[config.mk]
export PLATFORM = sky130hd
export DESIGN_NAME = pc_unit
export DESIGN_NICKNAME = d
export VERILOG_FILES = /design/src/rtl/pc_unit.sv
export SDC_FILE = /design/constraint.sdc
export NUM_CORES = 1
export LEC_CHECK = 0
export CAP_MARGIN = 10
export CORE_UTILIZATION = 50
export DETAILED_ROUTE_END_ITERATION = 10
export HOLD_SLACK_MARGIN = 0.03
export PLACE_DENSITY_LB_ADDON = 0.05
export SLEW_MARGIN = 20
export SYNTH_ARGS = -nofsm -noshare
export SYNTH_HDL_FRONTEND = slang
export SYNTH_SLANG_ARGS = --single-unit
[constraint.sdc]
create_clock -name clk -period 12.5 [get_ports clk]
set_clock_uncertainty 0.15 [all_clocks]
set_input_delay 3.125 -clock clk [delete_from_list [all_inputs] [get_ports clk]]
set_output_delay 3.125 -clock clk [all_outputs]
set_load 0.005 [all_outputs]
[src/rtl/pc_unit.sv]
// Program-counter unit: next-PC selection with exception vectoring, EX redirect,
// stall hold and call/return prediction through a circular return-address stack.
module pc_unit #(
    parameter int                 WIDTH        = 32,
    parameter logic [WIDTH-1:0]   RESET_VECTOR = 32'h0000_0000,
    parameter logic [WIDTH-1:0]   EXC_VECTOR   = 32'h0000_0180,
    parameter int                 RAS_DEPTH    = 4
) (
    input  logic                           clk,
    input  logic                           reset,
    input  logic                           stall_i,
    input  logic                           exc_req_i,
    input  logic                           redirect_i,
    input  logic [WIDTH-1:0]               redirect_pc_i,
    input  logic                           call_i,
    input  logic [WIDTH-1:0]               call_target_i,
    input  logic                           ret_i,
    output logic [WIDTH-1:0]               pc_o,
    output logic [WIDTH-1:0]               pc_plus4_o,
    output logic [WIDTH-1:0]               epc_o,
    output logic [$clog2(RAS_DEPTH):0]     ras_count_o,
    output logic                           ras_empty_o
);

    localparam int PTR_W = $clog2(RAS_DEPTH);
    localparam int CNT_W = PTR_W + 1;

    logic [WIDTH-1:0] pc_q, pc_d;
    logic [WIDTH-1:0] epc_q, epc_d;
    logic [CNT_W-1:0] count_q, count_d;
    logic [PTR_W-1:0] tos_q, tos_d;
    logic [WIDTH-1:0] ras_q [RAS_DEPTH];
    logic             push;
    logic [WIDTH-1:0] pc_plus4;

    function automatic logic [WIDTH-1:0] align(input logic [WIDTH-1:0] addr);
        return {addr[WIDTH-1:2], 2'b00};
    endfunction

    assign pc_plus4 = pc_q + WIDTH'(4);

    // Strict priority: exception, redirect, stall, call, return, sequential.
    always_comb begin
        pc_d    = pc_q;
        epc_d   = epc_q;
        count_d = count_q;
        tos_d   = tos_q;
        push    = 1'b0;
        if (exc_req_i) begin
            pc_d    = align(EXC_VECTOR);
            epc_d   = pc_q;
            count_d = '0;
        end else if (redirect_i) begin
            pc_d = align(redirect_pc_i);
        end else if (stall_i) begin
            pc_d = pc_q;
        end else if (call_i) begin
            pc_d    = align(call_target_i);
            push    = 1'b1;
            tos_d   = tos_q + PTR_W'(1);
            count_d = (count_q == CNT_W'(RAS_DEPTH)) ? count_q : count_q + CNT_W'(1);
        end else if (ret_i && (count_q != '0)) begin
            pc_d    = align(ras_q[tos_q]);
            tos_d   = tos_q - PTR_W'(1);
            count_d = count_q - CNT_W'(1);
        end else begin
            pc_d = pc_plus4;
        end
    end

    always_ff @(posedge clk or posedge reset) begin
        if (reset) begin
            pc_q    <= align(RESET_VECTOR);
            epc_q   <= '0;
            count_q <= '0;
            tos_q   <= '0;
        end else begin
            pc_q    <= pc_d;
            epc_q   <= epc_d;
            count_q <= count_d;
            tos_q   <= tos_d;
        end
    end

    // Stack storage needs no reset; a full stack simply overwrites its oldest slot.
    always_ff @(posedge clk) begin
        if (push && !reset) begin
            ras_q[tos_d] <= pc_plus4;
        end
    end

    assign pc_o        = pc_q;
    assign pc_plus4_o  = pc_plus4;
    assign epc_o       = epc_q;
    assign ras_count_o = count_q;
    assign ras_empty_o = (count_q == '0);

endmodule

# Word-level counts from Yosys, hierarchy flattened
# Memory sizes are Yosys's and may differ from the RTL's.
# Index checks and enable logic that the tools add are counted.
# W data, S select, Z words.
# word_totals
mem_bits_rw	128
reg_bits	69
out_inout_bits	100
in_bits	71
mem_count	1
wordCells	44
# classes
n_addsub	5
n_reduce_logical	7
eq_ne	5
muxes	22
# memory_table
memory	words	width	rd	rd_ports_with_merged_regs	write_ports	line_no	rtl
ras_q	4	32	1	0	1	32	logic [WIDTH-1:0] ras_q [RAS_DEPTH];
# ops
cell	count
$mux W32	5
$add A32 B3 Y32 const B	1
$mux W3	6
$mux W2	5
$mux W1	6
$reduce_bool A3 Y1	2
$reduce_and A4 Y1	1
$add A3 B1 Y3 const B	1
$eq A3 B3 Y1 const B	1
$logic_not A3 Y1	1
$ne A3 B1 Y1 const B	1
$ne A3 B3 Y1 const B	1
$sub A3 B1 Y3 const B	1
$add A2 B1 Y2 const B	1
$logic_and A1 B1 Y1	2
$ne A2 B1 Y1 const B	1
$ne A2 B2 Y1 const B	1
$sub A2 B1 Y2 const B	1
$logic_not A1 Y1	1

# Depth between registers and ports, before layout
# Gate-level depths: netlist of run 1.
# logic_depth
depth_word	7
mapped_depth	7
ltp_nobuf	6

# Least setup slack after synthesis of run 1
# Ideal clock, no wire load.
# synth_path
path_type	input to register
startpoint	input port redirect_i
endpoint	memory ras_q[1][10] (enable)
required_ns	11.854
setup_slack_ns	5.130
n_path_buf	2
setup_time_ns	0.496
arrival_time_ns	6.725
path_stages	5
cell_sequence	clkbuf_1 clkbuf_1 nor2_1 nand2_1 nor4_1
# synth_via
elab_chain_len	5
elab_cells_between_ends	7
cone_classes	6 x mux; 1 x reduce/logical
# synth_rtl
item	line_no	rtl
start: declaration	13	input logic redirect_i,
$mux W1	53	end else if (redirect_i) begin
$mux W1	49	if (exc_req_i) begin
$logic_and A1 B1 Y1	87	if (push && !reset) begin
$mux W1	87	
$mux W1 (implied by the code)	88	ras_q[tos_d] <= pc_plus4;
end: declaration	32	
# Several ways; a longest one is shown, not always the timed one.

# Worst setup path after layout of run 1
# layout_path
startpoint	register pc_q[4] (netlist: pc_o[4])
endpoint	output port pc_plus4_o[21]
# layout_via
elab_chain_len	1
# layout_rtl
item	line_no	rtl
start: declaration	28	logic [WIDTH-1:0] pc_q, pc_d;
start signal: assignment	73	pc_q <= align(RESET_VECTOR);
start signal: assignment	78	pc_q <= pc_d;
$add A32 B3 Y32	40	assign pc_plus4 = pc_q + WIDTH'(4);
end: declaration	19	output logic [WIDTH-1:0] pc_plus4_o,
# Every way passes these cells.

==> results, run 1 <==
- At the worst endpoint, the arrival time is 3450 ps.
- The H-tree depth reported by CTS is 4.
- In this run the worst hold path is classified as flop to flop.
- The share of the cycle needed by the critical path after routing is 53.8%.
- With fillers left out, the area of the finished cells amounts to 11000 sq um.
- The async set-or-reset flop fraction in the synthesized netlist is 35.1%.
- The post-synthesis sequential element count is 185.
- After detailed routing, the average wire length per cell comes to 23.6 um.
- For this run, the post-layout net count is 857.
- Compared with the post-synthesis result, the final layout area differs by 27.8%.
- Sorting the synthesized cells by area gives the leading types as sky130_fd_sc_hd__edfxtp_1, sky130_fd_sc_hd__dfrtp_1, sky130_fd_sc_hd__mux4_2, sky130_fd_sc_hd__mux2_2, sky130_fd_sc_hd__a21oi_1.
- The top cell types in the final layout, fill and taps aside, are sky130_fd_sc_hd__clkdlybuf4s50_1, sky130_fd_sc_hd__edfxtp_1, sky130_fd_sc_hd__dfrtp_1.
- From left edge to right edge, the die measures 133 um.
- The relative slew slack is 26.7%.
- The number of I/O port buffers is 160.
- The worst-case clock buffer depth is 2.
- The startpoint-to-endpoint class of the critical path is flop to output pin.
- The critical path goes through and3_1 -> nand3_1 -> nor4_1 -> xor2_1 -> clkdlybuf4s50_1.
- Summed over all failing endpoints, the final setup total negative slack is 0 ps.
- The pin count of the biggest net entering global routing is 68.
- The kind of cell with the highest combined delay along the critical path is simple AND/OR/NAND/NOR gates.
- For this design, the CTS-stage hold fixing added 0 buffers.
- The critical path starts at pc_o[4].
- The maximum single-stage delay on the critical path is 600 ps.
- Summing all placed instances gives a cell area of 10400 sq um.
- The count of placed standard cells in the final layout, fillers left out is 1017.
- The routed via count divided by cell count is 6.27.
- Among all flip-flop cells after synthesis, the most frequent one is sky130_fd_sc_hd__edfxtp_1.
- The diode insertion count for antenna repair is 0.
- Once detail routing completed, the nets flagged for antenna violations numbered 0.
- Counting flops with a built-in enable in the synthesized netlist gives 120.
- The number of setup violations in the final report is 0.
- In this run the worst path has a maximum fanout of 10.
- At the pin with the least slew margin, the transition time is 1090 ps.
- The share of synthesized area occupied by flip-flops and latches is 60.9%.
- For the worst-skew pair, the clock arrives at the later sink with an insertion delay of 440 ps.
- Power comes to 1620 uW.
- The number of global-route vias before repair is 6269.
- The capturing element type of the critical path is an output pin.
- 171 I/O pins were placed.
- The setup fix buffers added after clock tree synthesis is 0.
- The effective utilization at floorplan is 51.4%.
- The final number of hold-violating endpoints is 0.
- At the end of routability-driven placement, the weighted congestion stood at 0.818.
- The worst setup path is launched from a flop.
- The run finished with clean final reports.
- Setup repair after global routing left no endpoint under its margin.
- The library cell with the largest summed area after synthesis is sky130_fd_sc_hd__edfxtp_1.
- The leakage power of the design is 0.00393 uW.
- The number of design-rule violations left by the first detailed-router iteration is 624.
- The leading cell type in the layout, fill and taps excluded is sky130_fd_sc_hd__clkdlybuf4s50_1.
- The number of gates resized after CTS is 0.
- TritonCTS built the clock tree.
- The power per cell area is 147 nW/um^2.
- The first global-routing pass estimated 36.4 mm of wire.
- The combined flip-flop and latch cell area is 5230 sq um.
- The die covers 17700 sq um.
- After legalization and detailed placement, the total HPWL measured 16.2 mm.
- The count of cell types in the netlist is 64.
- CTS saw 185 sinks.
- The yosys synthesis warning count is 0.
- The number of buffers and inverters on the critical path is 1.
- The number of standard cells after synthesis is 634.
- VDD sags by at most 96.2 uV.
- For this run the aggregate overflow at the end of global routing stands at 0.
- The first detailed-routing pass took 6 iterations.
- The core region is 16700 sq um.
- The number of antenna violations at the first check in global routing was 0.
- In this run the critical register-to-register path is launched from tos_q[1].
- The fraction of final layout cells with drive strength greater than 1 is 17.1%.
- Wires add up to 24.0 mm.
- The slowest stage of the critical path belongs to the cell sky130_fd_sc_hd__clkdlybuf4s50_1.
- The average cell area after synthesis is 13.6 sq um.
- The final-report max-slew violation count is 0.
- Counting tap cells, the placed design contains a total of 985 instances.
- The number of clock buffers added by TritonCTS is 17.
- The root buffer cell chosen for the clock tree is sky130_fd_sc_hd__clkbuf_16.
- The layout filler cell count is 1271.
- The multi-input combinational cells in the finished layout cover a total of 3120 sq um.
- The combined area of all synthesized cells is 8590 sq um.
- For this block, the via count after detailed routing is 6372.
- The clock edge transition at the registers on the reported setup and hold paths is 70 ps.
- After floorplanning, the core was divided into 47 placement rows.
- The vertical die dimension is 133 um.
- The startpoint of the most critical hold path is epc_o[9].
- At the worst endpoint, the required time is 9220 ps.
- For this run, design rule violations remaining after detail routing come to 0.
- The highest clock rate is 0.149 GHz.
- The number of max-cap violations is 0.
- The portion of synthesized cell area occupied by the leading cell type is 41.9%.
- The global-route usage over all layers is 28.0%.
- The minimum clock period after layout is 6730 ps.
-- where the power goes --
| group | internal (uW) | switching, uW | total [uW] | leakage (uW) |
|---|---|---|---|---|
| logic | 190 | 164 | 354 | 0.00171 |
| registers | 685 | 35.4 | 720 | 0.00193 |
| clock network | 287 | 256 | 544 | 0.000286 |
| total | 1160 | 456 | 1620 | 0.00393 |
-- metal layers --
| layer | wire, um | global-route usage, % |
|---|---|---|
| met5 | 0 | 0 |
| met4 | 503 | 9.45 |
| met3 | 1850 | 5.44 |
| met1 | 10300 | 40.2 |
| met2 | 11300 | 42.8 |
-- synth_stat cells (all sizes together), types with 3 or more instances --
cell type	instances
buf	23
or3	4
o31a	6
nand2	37
o22ai	16
nand4	11
mux2i	4
dfrtp	65
nand3	12
a21oi	36
mux2	31
a221oi	4
inv	17
clkbuf	25
nor2	33
or2	7
o31ai	5
nor3	20
a41oi	3
nor4	19
a31o	3
a31oi	3
mux4	30
xor2	9
a211oi	8
edfxtp	120
o221ai	11
nand3b	4
xnor2	14
o21ai	11
a211o	3
-- metrics by stage --
step           util [%]  hold slack, ps  setup WS [ps]
2_1_floorplan         -             355           5130
3_3_place_gp       62.2             340           5950
3_5_place_dp       62.2             345           5900
4_1_cts            65.8             361           5820
5_1_grt            65.8             378           5620
6_report           65.8             358           5770
-- worst reg2reg max path, stage by stage, from the launching register on --
cell                      delay, ps
sky130_fd_sc_hd__dfrtp_1        610
sky130_fd_sc_hd__buf_4          450
sky130_fd_sc_hd__nand3_1        220
sky130_fd_sc_hd__nor2_2         750
sky130_fd_sc_hd__buf_4          420
-- flip-flops by register name, summed over array words and instances, names as in the netlist --
register / cells
ras_q: 120
epc_o: 30
pc_o: 30
ras_count_o: 3
tos_q: 2
-- worst paths after layout --
check,cells after the start,slack (ps),end
max,5,5770,pc_plus4_o[21]
max reg2reg,4,9590,ras_q[0][15]
min reg2reg,1,360,epc_o[9]
min in group asynchronous,3,3270,pc_o[15]
min,1,360,epc_o[9]
max in group asynchronous,3,8330,tos_q[0]
-- cell type report --
type | instances | share of cell area (%)
clock buffers | 17 | 3.87
clock inverters | 15 | 1.58
inverters | 17 | 0.581
multi-input cells | 389 | 28.4
flip-flops and latches | 185 | 47.6
well taps | 220 | 2.51
repair buffers | 174 | 15.4
-- logic make-up after synthesis --
group                      share of synthesized area [%]
DFF                                                 60.9
and+or+nand+nor                                     10.1
AOI/OAI and AO/OA                                   10.4
muxes                                               12.4
buffers and inverters                               3.32
xor gates and xnor gates                            2.43
adders and majority gates                          0.379
other                                             0.0436
No activity file was read; power rests on OpenSTA's default activity.
==> run 2: changes to the inputs <==
--- a/config.mk
+++ b/config.mk
@@ -6,7 +6,7 @@
 export NUM_CORES = 1
 export LEC_CHECK = 0
 export CAP_MARGIN = 10
-export CORE_UTILIZATION = 50
+export CORE_UTILIZATION = 47
 export DETAILED_ROUTE_END_ITERATION = 10
 export HOLD_SLACK_MARGIN = 0.03
 export PLACE_DENSITY_LB_ADDON = 0.05
==> constraint.sdc (replaced) <==
create_clock -name clk -period 5.8 [get_ports clk]
set_clock_uncertainty 0.15 [all_clocks]
set_input_delay 1.45 -clock clk [delete_from_list [all_inputs] [get_ports clk]]
set_output_delay 1.45 -clock clk [all_outputs]
set_load 0.005 [all_outputs]
==> run 2 against run 1 <==
Net effect:
- combinational power is 98% higher
- sequential share of layout area is 0.34 points lower
- global-route usage is 0.19 points lower
- die area is 6.3% higher
- worst setup slack worse by 5100 ps
- count of clock-buffer cells in the layout is 4 higher
- hold slack worse by 0.90 ps
==> results, run 2 (same netlist as run 1, synthesis figures left out) <==
- The relative slew slack is 36.6%.
- The H-tree depth reported by CTS is 4.
- The routed via count divided by cell count is 6.24.
- The clock tree from TritonCTS is built.
- Including well taps, the total number of placed cells is 996.
- The number of max-cap violations is 0.
- The leading cell type in the layout, fill and taps excluded is sky130_fd_sc_hd__clkdlybuf4s50_1.
- The number of antenna violations at the first check in global routing was 0.
- The initialized floorplan defines 49 standard-cell rows.
- The leakage power of the design is 0.00396 uW.
- Dividing total power by cell area gives a power density of 322 nW/um^2.
- In this run the most critical hold path is launched from epc_o[15].
- The number of I/O port buffers is 160.
- Fill cells in the final layout number 1389.
- The pre-antenna-repair detailed-routing pass consisted of 6 iterations.
- The final number of hold-violating endpoints is 0.
- For this run the aggregate overflow at the end of global routing stands at 0.
- The multi-input combinational cells in the finished layout cover a total of 3120 sq um.
- The worst flop-to-flop path endpoint is ras_q[0][21].
- The total power consumption of the routed design is 3560 uW.
- The class of the tightest hold or removal check is flop to flop.
- At the pin with the least slew margin, the transition time is 952 ps.
- The fraction of final layout cells with drive strength greater than 1 is 17.1%.
- For this run, design rule violations remaining after detail routing come to 0.
- Setup violations remaining at the end of the flow were counted as 0.
- The flip-flop count of the largest register, all copies and words added is 120.
- The global-route usage over all layers is 27.8%.
- The minimum clock period after layout is 5090 ps.
- The number of nets in the final layout is 859.
- The critical path is of the flop to output pin type.
- The first routing iteration left 686 violations.
- The floorplan step defined a die boundary enclosing 18800 sq um.
- The worst register-to-register path begins at pc_o[4].
- The number of setup buffers added after CTS is 0.
- The remaining number of nets flagged by the antenna check after routing is 0.
- 171 I/O pins were placed.
- In this run, CTS created clock tree buffers numbering 17.
- The reg-to-reg setup timing slack is 2930 ps.
- The clock edge transition at the registers on the reported setup and hold paths is 70 ps.
- The area growth from synthesis to layout is 28.8%.
- The clock latency on the worst-skew pair is 430 ps.
- The hold buffer count at CTS is 0.
- The destination of the worst hold path is epc_o[15].
- The detailed-route wire length is 25.3 mm.
- The total negative setup slack is 0 ps.
- The average wire length per cell after detail routing is 24.6 um.
- The HPWL after detailed placement is 17.3 mm.
- The worst path uses 87.7% of the clock period.
- The count of placed standard cells in the final layout, fillers left out is 1029.
- For this configuration, the core starts out at a cell density of 47.8%.
- More flip-flops sit in one register than any other, and that register is ras_q.
- The die is 137 um wide.
- The highest clock rate is 0.197 GHz.
- The combined flip-flop and latch cell area is 5230 sq um.
- The total area inside the core boundary comes to 18000 sq um.
- The data arrival time at the worst-slack endpoint is 3490 ps.
- The global-route wire length before repair is 37.2 mm.
- The master cell of the clock root buffer is sky130_fd_sc_hd__clkbuf_16.
- The capturing element type of the critical path is an output pin.
- The tree built by TritonCTS fans out to 185 sinks.
- The number of gates resized after CTS is 0.
- Summing over every cut layer, the via total after detailed routing is 6418.
- No sink is reached through more buffers than the 2 on the longest clock path.
- The data required time at the worst endpoint is 4200 ps.
- Along the worst hold path, the cell count comes to 1.
- The final-report max-slew violation count was 0.
- The library cells used most frequently in the layout, excluding fill and tap cells, are sky130_fd_sc_hd__clkdlybuf4s50_1, sky130_fd_sc_hd__edfxtp_1, sky130_fd_sc_hd__dfrtp_1.
- Entering global routing, the biggest net connects 66 pins.
- The critical path startpoint category is a flop.
- The vertical die dimension is 137 um.
- Measured in cells, the most critical reg-to-reg path has a length of 4.
- The number of global-route vias before repair was 6069.
- The worst ir drop on vdd is 213 uV.
- Setup repair after global routing left no endpoint under its margin.
- The maximum fanout count along the critical path is 10.
- The run finished with clean final reports.
- Routability-driven placement finished with a final weighted congestion of 0.845.
## run 2: changes by cell type in the layout (fill, tap and decap cells not counted), moves of 2 or more
cell,change
sky130_fd_sc_hd__inv_6,+2
sky130_fd_sc_hd__inv_8,-7
sky130_fd_sc_hd__buf_12,+2
sky130_fd_sc_hd__bufinv_16,+2
sky130_fd_sc_hd__clkbuf_1,+2
## run 2: power by group
group | internal (uW) | leakage (uW) | switching [uW]
clock network | 723 | 0.000301 | 512
logic | 411 | 0.00172 | 291
registers | 1480 | 0.00193 | 148
total | 2610 | 0.00396 | 951
## run 2: per-layer routing
layer | wire, um | GRT usage [%] | share of wire, %
met1 | 10600 | 40.0 | 42
met2 | 12200 | 43.7 | 48
met3 | 1990 | 4.08 | 7.9
met4 | 408 | 8.49 | 1.6
met5 | 0 | 0 | 0
## run 2: worst max path at each step
stage	endpoint	startpoint	slack, ps
3_5_place_dp	pc_plus4_o[21]	pc_o[4]	1230
2_1_floorplan	ras_q[1][10]	redirect_i	100
4_1_cts	pc_plus4_o[21]	pc_o[4]	760
5_1_grt	pc_plus4_o[21]	pc_o[4]	550
6_report	pc_plus4_o[21]	pc_o[4]	710
3_3_place_gp	pc_plus4_o[21]	pc_o[4]	1320
## run 2: layout make-up
type,count,share of cell area [%]
antenna,1,0.0226
clock buffer,21,4.26
clock inverter,11,1.40
inverter,17,0.577
multi-input combinational,389,28.2
sequential,185,47.3
tap,229,2.59
timing repair buffer,176,15.7
## run 2: metrics by stage
stage	util, %	setup WS [ps]	instance area, sq um	hold WS (ps)
after floorplan	-	105	8610	355
after global placement	58.1	1320	10400	341
after detailed placement	58.1	1230	10400	346
after CTS	61.6	761	11100	361
after global routing	61.6	548	11100	375
final	61.6	712	11100	357
## run 2: worst max-delay path, cell delays in order, from the launching register on
cell and delay (ps):
sky130_fd_sc_hd__dfrtp_1 540, sky130_fd_sc_hd__and3_1 490, sky130_fd_sc_hd__nand3_1 310, sky130_fd_sc_hd__nor4_1 600
sky130_fd_sc_hd__xor2_1 510, sky130_fd_sc_hd__clkdlybuf4s50_1 600
==> run 3: changes to the inputs <==
--- a/config.mk
+++ b/config.mk
@@ -10,6 +10,7 @@
 export DETAILED_ROUTE_END_ITERATION = 10
 export HOLD_SLACK_MARGIN = 0.03
 export PLACE_DENSITY_LB_ADDON = 0.05
+export RECOVER_POWER = 100
 export SLEW_MARGIN = 20
 export SYNTH_ARGS = -nofsm -noshare
 export SYNTH_HDL_FRONTEND = slang
==> run 3 against run 2 <==
Net effect:
- the flow now finishes with violations (capacitance limit, slew limit)
- flip-flop and latch count is the same
- cell count unchanged
- count of clock-buffer cells in the layout unchanged
- core utilization down 0.75 points
- critical path depth did not move
- via count shrank 0.64%
- critical endpoint is now pc_plus4_o[30]
==> results, run 3 (same netlist as run 1, synthesis figures left out) <==
- The sink count of the clock tree is 185.
- Setup repair after global routing left no endpoint under its margin.
- The critical path startpoint category is a flop.
- The number of nets in the final layout is 859.
- In the detailed route, the total length drawn on met3 is 1.97 mm.
- OpenSTA, run right after detailed placement, puts the worst setup slack at 1230 ps.
- The capturing element type of the critical path is an output pin.
- The average wire length per cell after detail routing is 24.6 um.
- The first global-routing pass estimated 37.2 mm of wire.
- Once detail routing completed, the nets flagged for antenna violations numbered 0.
- The floorplan has 49 rows.
- The relative slew slack is -20.6%.
- The maximum fanout count along the critical path is 9.
- At the end of routability-driven placement, the weighted congestion stood at 0.845.
- The total DRC errors in the routed layout is 0.
- The core area is 18000 sq um.
- The die outline area is 18800 sq um.
- The number of I/O port buffers is 160.
- The area growth from synthesis to layout is 27.2%.
- The launch point of the worst reg-to-reg path is tos_q[0].
- In the layout the commonest cells are sky130_fd_sc_hd__edfxtp_1, sky130_fd_sc_hd__dlygate4sd3_1, sky130_fd_sc_hd__dfrtp_1.
- After clock tree synthesis, the clock-pin slew on the worst setup and hold paths is 70 ps.
- The data required time at the worst endpoint is 4200 ps.
- The final reports fail on capacitance limit, slew limit.
- The iteration count of the initial detailed-routing pass is 7.
- The clock tree from TritonCTS is built.
- The vertical die dimension is 137 um.
- The class of the tightest hold or removal check is flop to flop.
- The routed via count divided by cell count is 6.20.
- The setup fix buffers added after clock tree synthesis is 0.
- The tree is rooted in a sky130_fd_sc_hd__clkbuf_16.
- The number of gates resized after CTS is 0.
- In this run the deepest clock path goes through 2 buffers.
- The register with the most flip-flops in the final layout is ras_q.
- The first element of the critical path is pc_o[16].
- After routing, the total negative slack on setup checks comes to 0 ps.
- The multi-input gate area in the final layout is 3050 sq um.
- The run finished, with violations left.
- The flip-flop count of the largest register, all copies and words added is 120.
- The clock latency on the worst-skew pair is 430 ps.
- Dividing total power by cell area gives a power density of 323 nW/um^2.
- The pin count of the biggest net entering global routing is 66.
- Across all layers, the routed design uses 6377 vias.
- The final global-route overflow total is 0.
- The finished layout holds 1029 standard cells, fillers aside.
- The worst-margin pin slew is 1810 ps.
- The hold buffer count at CTS is 0.
- The die extent in x is 137 um.
- The fraction of final layout cells with drive strength greater than 1 is 14.6%.
- Across the run, the number of max-cap violations was 3.
- The library cell used most frequently in the layout, excluding fill and tap cells, is sky130_fd_sc_hd__edfxtp_1.
- After detailed placement, the design holds a cell count of 996.
- The least setup slack across all paths after layout is 525 ps.
- For the finished layout, the period the worst path requires is 5270 ps.
- The number of antenna violations at the first check in global routing is 0.
- Summed over all layers, the routed wires come to 25.3 mm.
- The HPWL after detailed placement is 17.3 mm.
- Once layout is complete, the utilization of the core stands at 60.9%.
- The share of the cycle needed by the critical path after routing is 90.9%.
- Detailed routing placed a total of 12.1 mm of wire on met2.
- The layout filler cell count is 1416.
- For the worst setup path, the data arrival time is 3670 ps.
- The number of global-route vias before repair is 6069.
- The number of clock buffers added by TritonCTS is 17.
- CTS built an H-tree with a depth of 4.
- The number of design-rule violations left by the first detailed-router iteration is 694.
- Hold timing on the final database bottoms out at a slack of 350 ps.
- The startpoint of the most critical hold path is epc_o[31].
- For this design the static power due to leakage is 0.00406 uW.
- The number of setup violations in the final report is 0.
- The final-report max-slew violation count was 117.
- The final number of hold-violating endpoints is 0.
- For this configuration, the core starts out at a cell density of 47.8%.
- Signal routing reaches up to met4.
- After detailed routing, the wire length on met1 is 10.8 mm.
- The sequential cells in the finished layout cover a total of 5230 sq um.
- The global-route usage over all layers is 27.8%.
- The worst setup path is of the flop to output pin kind.
- The worst ir drop on vdd is 213 uV.
- The top-level I/O count is 171.
- The highest clock rate is 0.190 GHz.
run 3: report_power, final:
part / switching [uW] / internal [uW]
sequential: 144 / 1480
clock: 512 / 723
combinational: 287 / 385
total: 944 / 2580
run 3: worst max-delay path: stages, from the launching register on:
cell,delay [ps]
sky130_fd_sc_hd__dfrtp_1,540
sky130_fd_sc_hd__nand3_1,270
sky130_fd_sc_hd__or4_1,690
sky130_fd_sc_hd__nor4_1,660
sky130_fd_sc_hd__xor2_1,420
sky130_fd_sc_hd__dlygate4sd3_1,660
run 3: final timing paths:
| check | to | slack (ps) | cells past startpoint |
|---|---|---|---|
| worst max-delay path | pc_plus4_o[30] | 530 | 5 |
| worst min-delay path | epc_o[31] | 350 | 1 |
| worst max register to register | ras_q[0][4] | 1860 | 4 |
| worst min register to register | epc_o[31] | 350 | 1 |
| max in group asynchronous | tos_q[0] | 2250 | 3 |
| min in group asynchronous | pc_o[29] | 2060 | 3 |
run 3: per-stage QoR:
| stage | power, uW | instance area [sq um] |
|---|---|---|
| 2_1_floorplan | 2030 | 8610 |
| 3_3_place_gp | 2340 | 10400 |
| 3_5_place_dp | 2360 | 10400 |
| 4_1_cts | 3580 | 11100 |
| 5_1_grt | 3650 | 10900 |
| 6_report | 3530 | 10900 |
run 3: layer usage:
layer	up-vias	global-route usage [%]
li1	2775	-
met1	3243	40.0
met2	324	43.7
met3	35	4.08
met4	0	8.49
met5	-	0
run 3: area by class of cell:
class | count | area share, %
timing repair buffer | 176 | 15.3
clock buffer | 21 | 4.31
multi-input combinational | 389 | 27.9
inverter | 17 | 0.584
tap | 229 | 2.62
clock inverter | 11 | 1.42
sequential | 185 | 47.9
antenna | 1 | 0.0229
